`config.mk`:
```
export PLATFORM = sky130hd
export DESIGN_NAME = lte_frame_sequencer
export DESIGN_NICKNAME = d
export VERILOG_FILES = /design/src/rtl/lte_frame_sequencer.sv
export SDC_FILE = /design/constraint.sdc
export NUM_CORES = 1
export LEC_CHECK = 0
export CORE_UTILIZATION = 52
export DETAILED_ROUTE_END_ITERATION = 6
export PLACE_DENSITY_LB_ADDON = 0.08
export SLEW_MARGIN = 25
export SYNTH_ARGS = -nofsm -noshare
export SYNTH_HDL_FRONTEND = slang
export SYNTH_SLANG_ARGS = --single-unit
```
`constraint.sdc`:
```
create_clock -name clk -period 3.9 [get_ports clk]
set_input_delay 0.39 -clock clk [delete_from_list [all_inputs] [get_ports clk]]
set_output_delay 0.39 -clock clk [all_outputs]
set_load 0.1 [all_outputs]
```
`src/rtl/lte_frame_sequencer.sv`:
```
// lte_frame_sequencer: aligns a 32-bit IQ stream to the 10 ms frame sync pulse,
// drops cyclic-prefix samples and forwards the FFT_SIZE useful samples of each
// OFDM symbol with a first-sample marker and slot/symbol indices.
// Optional statistics (frameCnt, resyncCnt) are built when SEQ_STATS_EN is defined.
//
// Handshake: an input sample is transferred on a clock edge where inValid && ready.
// ready is driven only from the current state (and outReady while forwarding useful
// samples), so it never depends on inValid. outValid is a one-cycle qualifier for
// outData; the block stalls the input rather than dropping output beats.
module lte_frame_sequencer #(
   parameter int INPUT_DATA_BITWIDTH = 32,
   parameter int FFT_SIZE            = 128,
   parameter int CP_FIRST            = 10,
   parameter int CP_OTHER            = 9,
   parameter int SYMBOLS_PER_SLOT    = 7,
   parameter int SLOTS_PER_FRAME     = 20
) (
   input  logic                           clk,
   input  logic                           rst,
   input  logic                           syncTo10ms,
   input  logic [INPUT_DATA_BITWIDTH-1:0] inData,
   input  logic                           inValid,
   output logic                           ready,
   input  logic                           outReady,
   output logic [INPUT_DATA_BITWIDTH-1:0] outData,
   output logic                           outValid,
   output logic                           outUser,
   output logic [2:0]                     symIdx,
   output logic [4:0]                     slotIdx,
   output logic                           resyncErr,
`ifdef SEQ_STATS_EN
   output logic [15:0]                    frameCnt,
   output logic [7:0]                     resyncCnt,
`endif
   output logic [1:0]                     fsm_state
);

   typedef enum logic [1:0] {
      S_IDLE   = 2'd0,
      S_CP     = 2'd1,
      S_USEFUL = 2'd2
   } state_t;

   localparam logic [7:0] CP_FIRST_LAST = 8'(CP_FIRST - 1);
   localparam logic [7:0] CP_OTHER_LAST = 8'(CP_OTHER - 1);
   localparam logic [7:0] FFT_LAST      = 8'(FFT_SIZE - 1);
   localparam logic [2:0] SYM_LAST      = 3'(SYMBOLS_PER_SLOT - 1);
   localparam logic [4:0] SLOT_LAST     = 5'(SLOTS_PER_FRAME - 1);

   state_t     state;
   logic [7:0] cnt;
   logic [2:0] sym;
   logic [4:0] slot;

   logic       accept;
   logic       frame_start;
   logic       realign;
   logic [7:0] cp_last;

   assign fsm_state = state;

   // upstream may present a sample: never while unaligned, always while dropping CP
   always_comb begin
      ready = 1'b0;
      case (state)
         S_CP:     ready = 1'b1;
         S_USEFUL: ready = outReady;
         default:  ready = 1'b0;
      endcase
   end

   assign accept      = inValid && ready;
   // position where a frame sync is expected; a sync here changes nothing
   assign frame_start = (state == S_CP) && (slot == 5'd0) && (sym == 3'd0) && (cnt == 8'd0);
   assign realign     = syncTo10ms && !frame_start;
   assign cp_last     = (sym == 3'd0) ? CP_FIRST_LAST : CP_OTHER_LAST;

   // frame/slot/symbol sequencing with registered output stage
   always_ff @(posedge clk) begin
      if (!rst) begin
         state     <= S_IDLE;
         cnt       <= 8'd0;
         sym       <= 3'd0;
         slot      <= 5'd0;
         outData   <= '0;
         outValid  <= 1'b0;
         outUser   <= 1'b0;
         symIdx    <= 3'd0;
         slotIdx   <= 5'd0;
         resyncErr <= 1'b0;
      end else begin
         outValid  <= 1'b0;
         outUser   <= 1'b0;
         resyncErr <= 1'b0;
         if (realign) begin
            // a sync sample that arrives with data is frame sample 0 (first CP sample)
            resyncErr <= (state != S_IDLE);
            state     <= S_CP;
            slot      <= 5'd0;
            sym       <= 3'd0;
            cnt       <= inValid ? 8'd1 : 8'd0;
         end else begin
            case (state)
               S_IDLE: begin
                  state <= S_IDLE;
               end
               S_CP: begin
                  if (accept) begin
                     if (cnt == cp_last) begin
                        state <= S_USEFUL;
                        cnt   <= 8'd0;
                     end else begin
                        cnt <= cnt + 8'd1;
                     end
                  end
               end
               S_USEFUL: begin
                  if (accept) begin
                     outData  <= inData;
                     outValid <= 1'b1;
                     outUser  <= (cnt == 8'd0);
                     symIdx   <= sym;
                     slotIdx  <= slot;
                     if (cnt == FFT_LAST) begin
                        cnt   <= 8'd0;
                        state <= S_CP;
                        if (sym == SYM_LAST) begin
                           sym  <= 3'd0;
                           slot <= (slot == SLOT_LAST) ? 5'd0 : slot + 5'd1;
                        end else begin
                           sym <= sym + 3'd1;
                        end
                     end else begin
                        cnt <= cnt + 8'd1;
                     end
                  end
               end
               default: begin
                  state <= S_IDLE;
               end
            endcase
         end
      end
   end

`ifdef SEQ_STATS_EN
   logic frame_done;
   logic resync_evt;

   assign frame_done = !realign && (state == S_USEFUL) && accept && (cnt == FFT_LAST) &&
                       (sym == SYM_LAST) && (slot == SLOT_LAST);
   assign resync_evt = realign && (state != S_IDLE);

   // saturating completed-frame and resync counters
   always_ff @(posedge clk) begin
      if (!rst) begin
         frameCnt  <= 16'd0;
         resyncCnt <= 8'd0;
      end else begin
         if (frame_done && (frameCnt != 16'hFFFF)) frameCnt <= frameCnt + 16'd1;
         if (resync_evt && (resyncCnt != 8'hFF))   resyncCnt <= resyncCnt + 8'd1;
      end
   end
`endif

endmodule
```
Word level (Yosys, flattened, before mapping)

Index checks and enable logic that the tools add are counted.

Register bits after elaboration: 61
Latch bits: 0
Bits in writable memories: 0
Bits in read-only memories: 0
Bits of input ports: 37
Output and inout bits: 46
Logic and storage cells: 71
Memories: 0

Add/subtract/negate cells: 3
Multiply operators: 0
Divide/modulo/power cells: 0
$lt $le $gt $ge: 0
Equal/unequal tests: 14
Shift-type cells: 0
Muxes and demuxes: 18
Bitwise gates (word level): 4
Reduce and logical (&&, ||, !) cells: 21

Operators by type and width:

| operator                                             | number |
|---|---|
| two-way mux 8 bit                                    | 5 |
| one-hot mux 8 bit (2 select lines)                   | 1 |
| AND reduction 4 bit                                  | 3 |
| inequality test 3 bit (second input constant)        | 3 |
| AND reduction 3 bit                                  | 3 |
| adder 8 x 1 -> 8 bit (second input constant)         | 1 |
| equality test 8 x 4 -> 1 bit                         | 1 |
| equality test 8 x 7 -> 1 bit (second input constant) | 1 |
| zero test 8 bit                                      | 1 |
| two-way mux 2 bit                                    | 4 |
| inequality test 2 bit (second input constant)        | 3 |
| adder 5 x 1 -> 5 bit (second input constant)         | 1 |
| equality test 5 bit (second input constant)          | 1 |
| logical AND 1 bit                                    | 5 |
| zero test 5 bit                                      | 1 |
| two-way mux 5 bit                                    | 1 |
| two-way mux 1 bit                                    | 4 |
| inverter 1 bit                                       | 4 |
| one-hot mux 2 bit (2 select lines)                   | 1 |
| OR reduction 4 bit                                   | 1 |
| adder 3 x 1 -> 3 bit (second input constant)         | 1 |
| equality test 3 bit (second input constant)          | 1 |
| zero test 3 bit                                      | 1 |
| two-way mux 3 bit                                    | 1 |
| 11 further kinds                                     | 11 |

Longest topological paths before layout

Gate-level depths: netlist (run 1).

Depth after elaboration: 8
Depth in mapped cells: 9
Mapped depth without buffers: 7

Worst setup path before layout (run 1)

No wires, ideal clock.

Path kind: register to output
Start: reg state[1] (netlist: fsm_state[1])
End: out ready
Data arrival time: 2.865 ns
Required time: 3.510 ns
Setup slack: 0.645 ns
Stages on the path, launching flop included: 5
Buffers on the path: 1
Cells stage by stage: dfxtp_1 > ha_1 > buf_4 > a21oi_4 > nor2b_1

Longest elaborated chain between the ends: 2
Elaborated cells between the ends (all ways): 3
Those cells by class: 2 x eq/ne; 1 x mux

Ends and longest elaborated chain:

| item                                                                       | RTL line | text |
|---|---|---|
| start, declared                                                            | 50       | `state_t state;` |
| start signal, assigned                                                     | 81       | `state <= S_IDLE;` |
| start signal, assigned                                                     | 98       | `state <= S_CP;` |
| start signal, assigned                                                     | 105      | `state <= S_IDLE;` |
| equality test 2 bit / equality test 2 x 1 -> 1 bit (equally long branches) | 65       | `case (state)` |
| one-hot mux 1 bit (2 select lines) (*)                                     | 65       |  |
| end, declared                                                              | 23       | `output logic ready,` |

Every way passes the cells marked *; elsewhere a longest branch is shown, timed or not.

Final worst setup path (run 1)

Start: reg cnt[0]
End: reg cnt[1]

Longest elaborated chain between the ends: 6
Elaborated cells between the ends (all ways): 17
Those cells by class: 1 x add/sub; 4 x eq/ne; 6 x mux; 6 x reduce/logical

Ends and longest elaborated chain:

| item                                                         | RTL line | text |
|---|---|---|
| start, declared                                              | 51       | `logic [7:0] cnt;` |
| start signal, assigned                                       | 101      | `cnt <= inValid ? 8'd1 : 8'd0;` |
| start signal, assigned                                       | 113      | `cnt <= cnt + 8'd1;` |
| start signal, assigned                                       | 134      | `cnt <= cnt + 8'd1;` |
| branches (longest 6 deep; another with adder 8 x 1 -> 8 bit) | -        |  |

Parallel ways; which one is timed is not known. The select of a mux whose other input is x is not followed.
A chain may end at the register's enable or synchronous reset.

==> metrics.md, run 1 <==
| Metric | Value |
|---|---|
| Status | `complete, no violations` |
| Clock Latency Late Sink | `0.33 ns` |
| # Post-CTS Setup Buffers | `0` |
| Die width | `between 70 and 80 um` |
| Drt first pass iters | `4` |
| Synth Instances | `340` |
| RSZ-0062 raised after global routing | `no` |
| Peak VDD IR | `roughly 0.00023 V` |
| GR Overflow Total | `0` |
| Hold crit path type | `reg2reg` |
| Cts bufs inserted | `9` |
| Fin. max-slew vios | `0` |
| Most used flip-flop cell after synthesis | `dfxtp_1` |
| Clk sinks | `61` |
| DRC viols | `0` |
| Syn. warnings | `0` |
| Count leader, synth | `dfxtp_1` |
| Die H | `about 77 um` |
| CTS root buf | `clkbuf_8` |
| Share of post-route cells with drive strength above 1 | `0.0918` |
| Post-Synthesis Mean Instance Area | `between 8 and 9 um2` |
| CP Capture Type | `flop` |
| Ys async rst share | `0` |
| Layout Nets | `approximately 450` |
| Final setup margin | `approximately 1.4 ns` |
| CTS tree | `done` |
| Post-synthesis sequential area ratio | `0.412` |
| Initial antenna violation count | `0` |
| Cts repair resizes | `0` |
| First-pass GRT wire length | `between 10000 and 15000 um` |
| Via density | `5.73` |
| Final setup viols | `0` |
| Syn Nets | `roughly 380` |
| Vias | `~2800` |
| Cell taking the most area after synthesis | `dfxtp_1` |
| Largest net degree at the start of global routing | `between 40 and 50` |
| Layout area overhead | `34.7%` |
| Pre-CTS WS | `approximately 1.3 ns` |
| Max cap viols | `0` |
| Area after DPL | `3780 um2` |
| Worst-path clk slew | `around 0.060 ns` |
| Period utilization | `0.639` |
| Final instance area | `~4000 um2` |
| ANT nets after route | `0` |
| Data arrival, critical path | `2.74 ns` |
| Crit start category | `flop` |
| Slew of the pin with the lowest slew margin | `approximately 1 ns` |
| Post-Route WL | `between 7000 and 8000 um` |
| Multi-input gate area | `~1600 um2` |
| Total track usage | `0.251` |
| CTS H-tree depth | `3` |
| Number of synthesized flops with an enable pin | `0` |
| Crit Path Class | `reg2reg` |
| Fmax | `approximately 400 MHz` |
| Distinct cell type count after synthesis | `58` |
| Worst slew margin | `0.335` |
| Final Skew | `about 0.01 ns` |
| LEAKAGE | `around 1.3 nW` |
| Layout Utilization | `0.725` |
| Die area | `between 6000 and 7000 um2` |
| Longest Clk Path Bufs | `2` |
| Crit path time final | `approximately 2.5 ns` |
| Register area | `between 1000 and 1500 um2` |
| Filler cells | `~460` |
| Register bit total from synthesis | `61` |
| Core footprint | `5510 um2` |
| Post-CTS Hold Buffers | `0` |
| Number of global-route vias before repair | `2510` |
| Reg2Reg Setup Slack | `1.41 ns` |
| Pwr/cell area | `about 350 nW/um2` |
| Top-area cell type share of the netlist area | `0.412` |
| I/O Buffers | `between 80 and 90` |
| Pwr Total | `roughly 0.0014 W` |
| Synth top cells by count | `61 x dfxtp_1, 50 x o21ai_0, 47 x nand3_1` |
| Data required time of the critical path | `a little over 4 ns` |
| DR iter-0 viols | `about 180` |
| Fin. Hold Viols | `0` |
| Antenna cells | `0` |
| GP Congestion | `around 0.86` |
| IO Pins | `83` |
| Wire per inst | `14.5 um` |
| Initial core utilization | `0.538` |
| Area contributors post-synth | `dfxtp_1 41%, a21boi_0 9.9%, o21ai_0 8.4%` |
| CP Max Fanout | `23` |
| Syn Std Cell Area | `roughly 3000 um2` |
| Setup TNS | `0 ns` |
| Site row count | `27` |
| DPL Wire Length | `between 4000 and 5000 um` |
per-layer routing:
metal	up-vias	wire (um)	track usage
met5	-	0	0
met4	0	100	0.128
met3	10	507	0.0635
met2	103	3450	0.392
met1	1294	3000	0.319
li1	1378	-	-
metrics by stage:
stage	hold slack (ns)	cells
3_3_place_gp	0.458	471
3_5_place_dp	0.468	471
5_1_grt	0.502	486
6_report	0.472	486
4_1_cts	0.475	486
2_1_floorplan	0.483	340
cell usage in the layout (no fill, tap or decap), types with 6 or more instances in the layout:
| cell | instances |
|---|---|
| a21boi_0 | 39 |
| a21oi_1 | 10 |
| buf_4 | 6 |
| clkbuf_8 | 10 |
| clkdlybuf4s50_1 | 81 |
| dfxtp_1 | 61 |
| ha_1 | 7 |
| inv_1 | 9 |
| nand2_1 | 15 |
| nand3_1 | 47 |
| nor2_1 | 7 |
| o21ai_0 | 50 |
final cells by class:
class / count / share of cell area
Clock buffer: 11 / 0.0354
Clock inverter: 4 / 0.0182
Inverter: 9 / 0.00846
Multi-Input combinational cell: 242 / 0.395
Sequential cell: 61 / 0.306
Tap cell: 72 / 0.0226
Timing Repair Buffer: 87 / 0.214
path summary, 6_finish.rpt:
check,start,end,cells after the start
worst max-delay path,cnt[0]$_SDFFE_PN0P_,cnt[1]$_SDFFE_PN0P_,7
worst min-delay path,outData[4]$_SDFFE_PN0P_,outData[4]$_SDFFE_PN0P_,2
worst max register to register,cnt[0]$_SDFFE_PN0P_,cnt[1]$_SDFFE_PN0P_,7
worst min register to register,outData[4]$_SDFFE_PN0P_,outData[4]$_SDFFE_PN0P_,2
kinds of logic (layout without fill, tap and decap cells):
logic type | after synthesis | in the layout | share of synthesized area
AND/OR/NAND/NOR | 108 | 108 | 0.215
XOR/XNOR | 1 | 1 | 0.00296
adder cells (fa/ha/maj) | 7 | 7 | 0.0296
multiplexers | 2 | 2 | 0.00676
buffers and inverters | 37 | 111 | 0.0587
AO/OA/AOI/OAI | 124 | 124 | 0.275
flip-flops | 61 | 61 | 0.412
report_power, final:
group,internal (W),switching (W)
sequential,0.000626,0.00000429
clock,0.000373,0.000231
combinational,0.0000608,0.0000883
registers in the layout, summed over array words and instances (netlist names):
name and flops:
outData 32, cnt 8, slotIdx 5, slot 5
symIdx 3, sym 3, fsm_state 2, outUser 1
outValid 1, resyncErr 1
critical path, cell delays in order (launching register included):
cell and delay, ns:
dfxtp_1 0.46, inv_1 0.10, ha_1 0.21, and4b_1 0.23, a21oi_2 0.71, buf_4 0.37
o21ai_0 0.14, a21oi_1 0.18
(Power assumes the default switching activity.)
==> run 2: changes to the inputs <==
--- a/config.mk
+++ b/config.mk
@@ -5,7 +5,7 @@
 export SDC_FILE = /design/constraint.sdc
 export NUM_CORES = 1
 export LEC_CHECK = 0
-export CORE_UTILIZATION = 52
+export CORE_UTILIZATION = 48
 export DETAILED_ROUTE_END_ITERATION = 6
 export PLACE_DENSITY_LB_ADDON = 0.08
 export SLEW_MARGIN = 25
==> constraint.sdc (replaced) <==
create_clock -name clk -period 2.31 [get_ports clk]
set_input_delay 0.231 -clock clk [delete_from_list [all_inputs] [get_ports clk]]
set_output_delay 0.231 -clock clk [all_outputs]
set_load 0.1 [all_outputs]
==> run 2 against run 1 <==
  * Utilization fell by 5.1 points
  * Hold slack got worse by 0.021 ns
  * Combinational power rose by 85%
  * Largest cell class unchanged
  * Non-clock buffer count rose by 5
  * Setup slack got worse by 1.2 ns
  * Clock power rose by 59%
  * Sequential cell count did not move
  * Die area rose by 8.1%
  * Critical path depth did not move
==> metrics.md, run 2 (synthesis gave the netlist of run 1 again) <==
| Metric | Value |
|---|---|
| CTS H-tree depth | `3` |
| Switching share of power | `0.250` |
| Initial antenna violation count | `0` |
| Hold crit path type | `in2reg` |
| Share of post-route cells with drive strength above 1 | `0.217` |
| Setup TNS | `0 ns` |
| Max reg flops | `32` |
| ANT nets after route | `0` |
| Final instance area | `3990 um2` |
| Slowest-stage cell, CP | `or2_2` |
| CP Max Fanout | `11` |
| CTS tree | `done` |
| Clock power frac | `0.418` |
| Bufs and invs on worst path | `1` |
| Vias | `between 2000 and 3000` |
| RSZ-0062 raised after global routing | `no` |
| Layout area overhead | `34.6%` |
| Filler cells | `488` |
| Via density | `~5.7` |
| Sequential share of power | `0.462` |
| Slew of the pin with the lowest slew margin | `between 0.4 and 0.5 ns` |
| Die width | `approximately 81 um` |
| CP Capture Type | `flop` |
| Worst-path clk slew | `about 0.070 ns` |
| Data arrival, critical path | `2.33 ns` |
| Worst path top cell family by delay | `simple AND/OR/NAND/NOR gates` |
| Biggest regs | `outData x32, cnt x8` |
| Layout Nets | `approximately 460` |
| Largest net degree at the start of global routing | `42` |
| Die area | `~6500 um2` |
| Site row count | `28` |
| Reg2Reg Capture Point | `fsm_state[0]$_SDFFE_PN0P_` |
| Peak VDD IR | `between 0.0003 and 0.0004 V` |
| Total track usage | `0.241` |
| Status | `complete, no violations` |
| GP Congestion | `slightly above 0.9` |
| I/O Buffers | `between 80 and 90` |
| Multi-input gate area | `approximately 1600 um2` |
| Post-Route WL | `7550 um` |
| Clk sinks | `a little over 60` |
| Fin. Hold Viols | `0` |
| First-pass GRT wire length | `~12000 um` |
| Cell count of the worst reg-to-reg path | `7` |
| Logic pwr share | `0.120` |
| Hold path cells | `3` |
| Drt first pass iters | `4` |
| Post-CTS Hold Buffers | `0` |
| Core footprint | `approximately 6000 um2` |
| Crit start category | `flop` |
| Area after DPL | `about 3800 um2` |
| Fmax | `roughly 470 MHz` |
| Largest register by flop count | `outData` |
| Crit path time final | `2.13 ns` |
| Pwr/cell area | `577 nW/um2` |
| Longest Clk Path Bufs | `2` |
| Register area | `1230 um2` |
| Max cap viols | `0` |
| Wire per inst | `15.3 um` |
| Final Skew | `between 0.008 and 0.009 ns` |
| Die H | `just over 80 um` |
| LEAKAGE | `about 1.5 nW` |
| Non-filler cells, final | `around 500` |
| Commonest cells after routing, fill and taps aside | `59 x dfxtp_1, 50 x o21ai_0, 50 x buf_4` |
| Initial core utilization | `0.500` |
| Max incr delay on CP | `0.45 ns` |
| DPL Wire Length | `5000 um` |
| Period utilization | `0.921` |
| Hold Path Sink | `outData[5]$_SDFFE_PN0P_` |
| Antenna cells | `0` |
| Hold path startpoint | `inData[5]` |
| Reg2Reg Setup Slack | `roughly 0.18 ns` |
| Fin. max-slew vios | `0` |
| Crit Path Class | `reg2reg` |
| CTS root buf | `clkbuf_8` |
| Final setup viols | `0` |
| Number of global-route vias before repair | `2450` |
| DRC viols | `0` |
| Layout Utilization | `0.674` |
| Worst slew margin | `0.686` |
| IO Pins | `83` |
| Sw Pwr | `approximately 0.00058 W` |
| GR Overflow Total | `0` |
| Cts bufs inserted | `9` |
| Cells after DPL | `roughly 480` |
| Worst path cell trace | `inv_1 > ha_1 > nand2_1 > or2_2 > o21ai_0 > a21boi_1 > o211ai_1` |
| Clock Latency Late Sink | `around 0.33 ns` |
| Most common cell after layout, fill and taps aside | `dfxtp_1` |
| Pint | `approximately 0.0017 W` |
| DR iter-0 viols | `between 150 and 200` |
| Data required time of the critical path | `2.52 ns` |
| Reg-to-Reg Start | `fsm_state[0]$_SDFFE_PN0P_` |
| # Post-CTS Setup Buffers | `0` |
run 2: cell count changes in the layout (fill, tap and decap cells not counted), sizes merged:
cell           before  now
buf                 6   56
clkinv              1    2
bufinv              2    1
clkdlybuf4s50      81   36
run 2: worst max path at each step:
stage	start	to	slack, ns	cells past startpoint
6_report	fsm_state[0]$_SDFFE_PN0P_	fsm_state[0]$_SDFFE_PN0P_	0.18	7
5_1_grt	fsm_state[0]$_SDFFE_PN0P_	fsm_state[0]$_SDFFE_PN0P_	0.04	7
4_1_cts	fsm_state[0]$_SDFFE_PN0P_	fsm_state[0]$_SDFFE_PN0P_	0.14	7
3_5_place_dp	inValid	fsm_state[0]$_SDFFE_PN0P_	0.14	6
3_3_place_gp	inValid	fsm_state[1]$_SDFFE_PP0P_	0.21	6
2_1_floorplan	fsm_state[0]$_SDFFE_PN0P_	cnt[4]$_SDFFE_PN0P_	0.15	7
run 2: area by class of cell:
class / count / area share
Sequential cell: 61 / 0.308
Multi-Input combinational cell: 242 / 0.395
Inverter: 9 / 0.00847
Tap cell: 75 / 0.0235
Clock inverter: 4 / 0.0119
Clock buffer: 11 / 0.0380
Timing Repair Buffer: 92 / 0.215
run 2: power groups by stage:
stage	Sequential [W]	Clock (W)	Combinational, W
after floorplan	0.00111	0	0.000126
after CTS	0.00106	0.000977	0.000275
final	0.00106	0.000961	0.000276
after detailed placement	0.00109	0	0.000274
after global routing	0.00106	0.00103	0.000294
after global placement	0.00109	0	0.000276
run 2: worst reg2reg max path: cells and delay by family (launching register included):
| family | cells | cell delay, ns |
|---|---|---|
| compound gates | 3 | 0.64 |
| fa+ha+maj | 1 | 0.30 |
| flops | 1 | 0.36 |
| buf+inv | 1 | 0.05 |
| simple gates | 2 | 0.66 |
run 2: per-layer routing:
metal  part of all wire  wire (um)  vias to the layer above  GRT usage
met5                  0          0                        -          0
met4              0.013         97                        0     0.0982
met3              0.064        481                        8     0.0545
met2               0.46       3450                      100      0.364
met1               0.47       3520                     1334      0.329
li1                   -          -                     1391          -
run 2: through the flow:
step	power [W]	setup WS, ns	hold WS (ns)
after floorplan	0.00124	0.150	0.378
after global placement	0.00136	0.211	0.461
after detailed placement	0.00136	0.142	0.469
after CTS	0.00232	0.144	0.439
after global routing	0.00238	0.0435	0.453
final	0.00230	0.183	0.450
run 2: timing repair:
item | in CTS | in global routing
resized for setup | 0 | 1
setup endpoints to repair | 0 | 2
endpoints found under the hold margin | 0 | 0
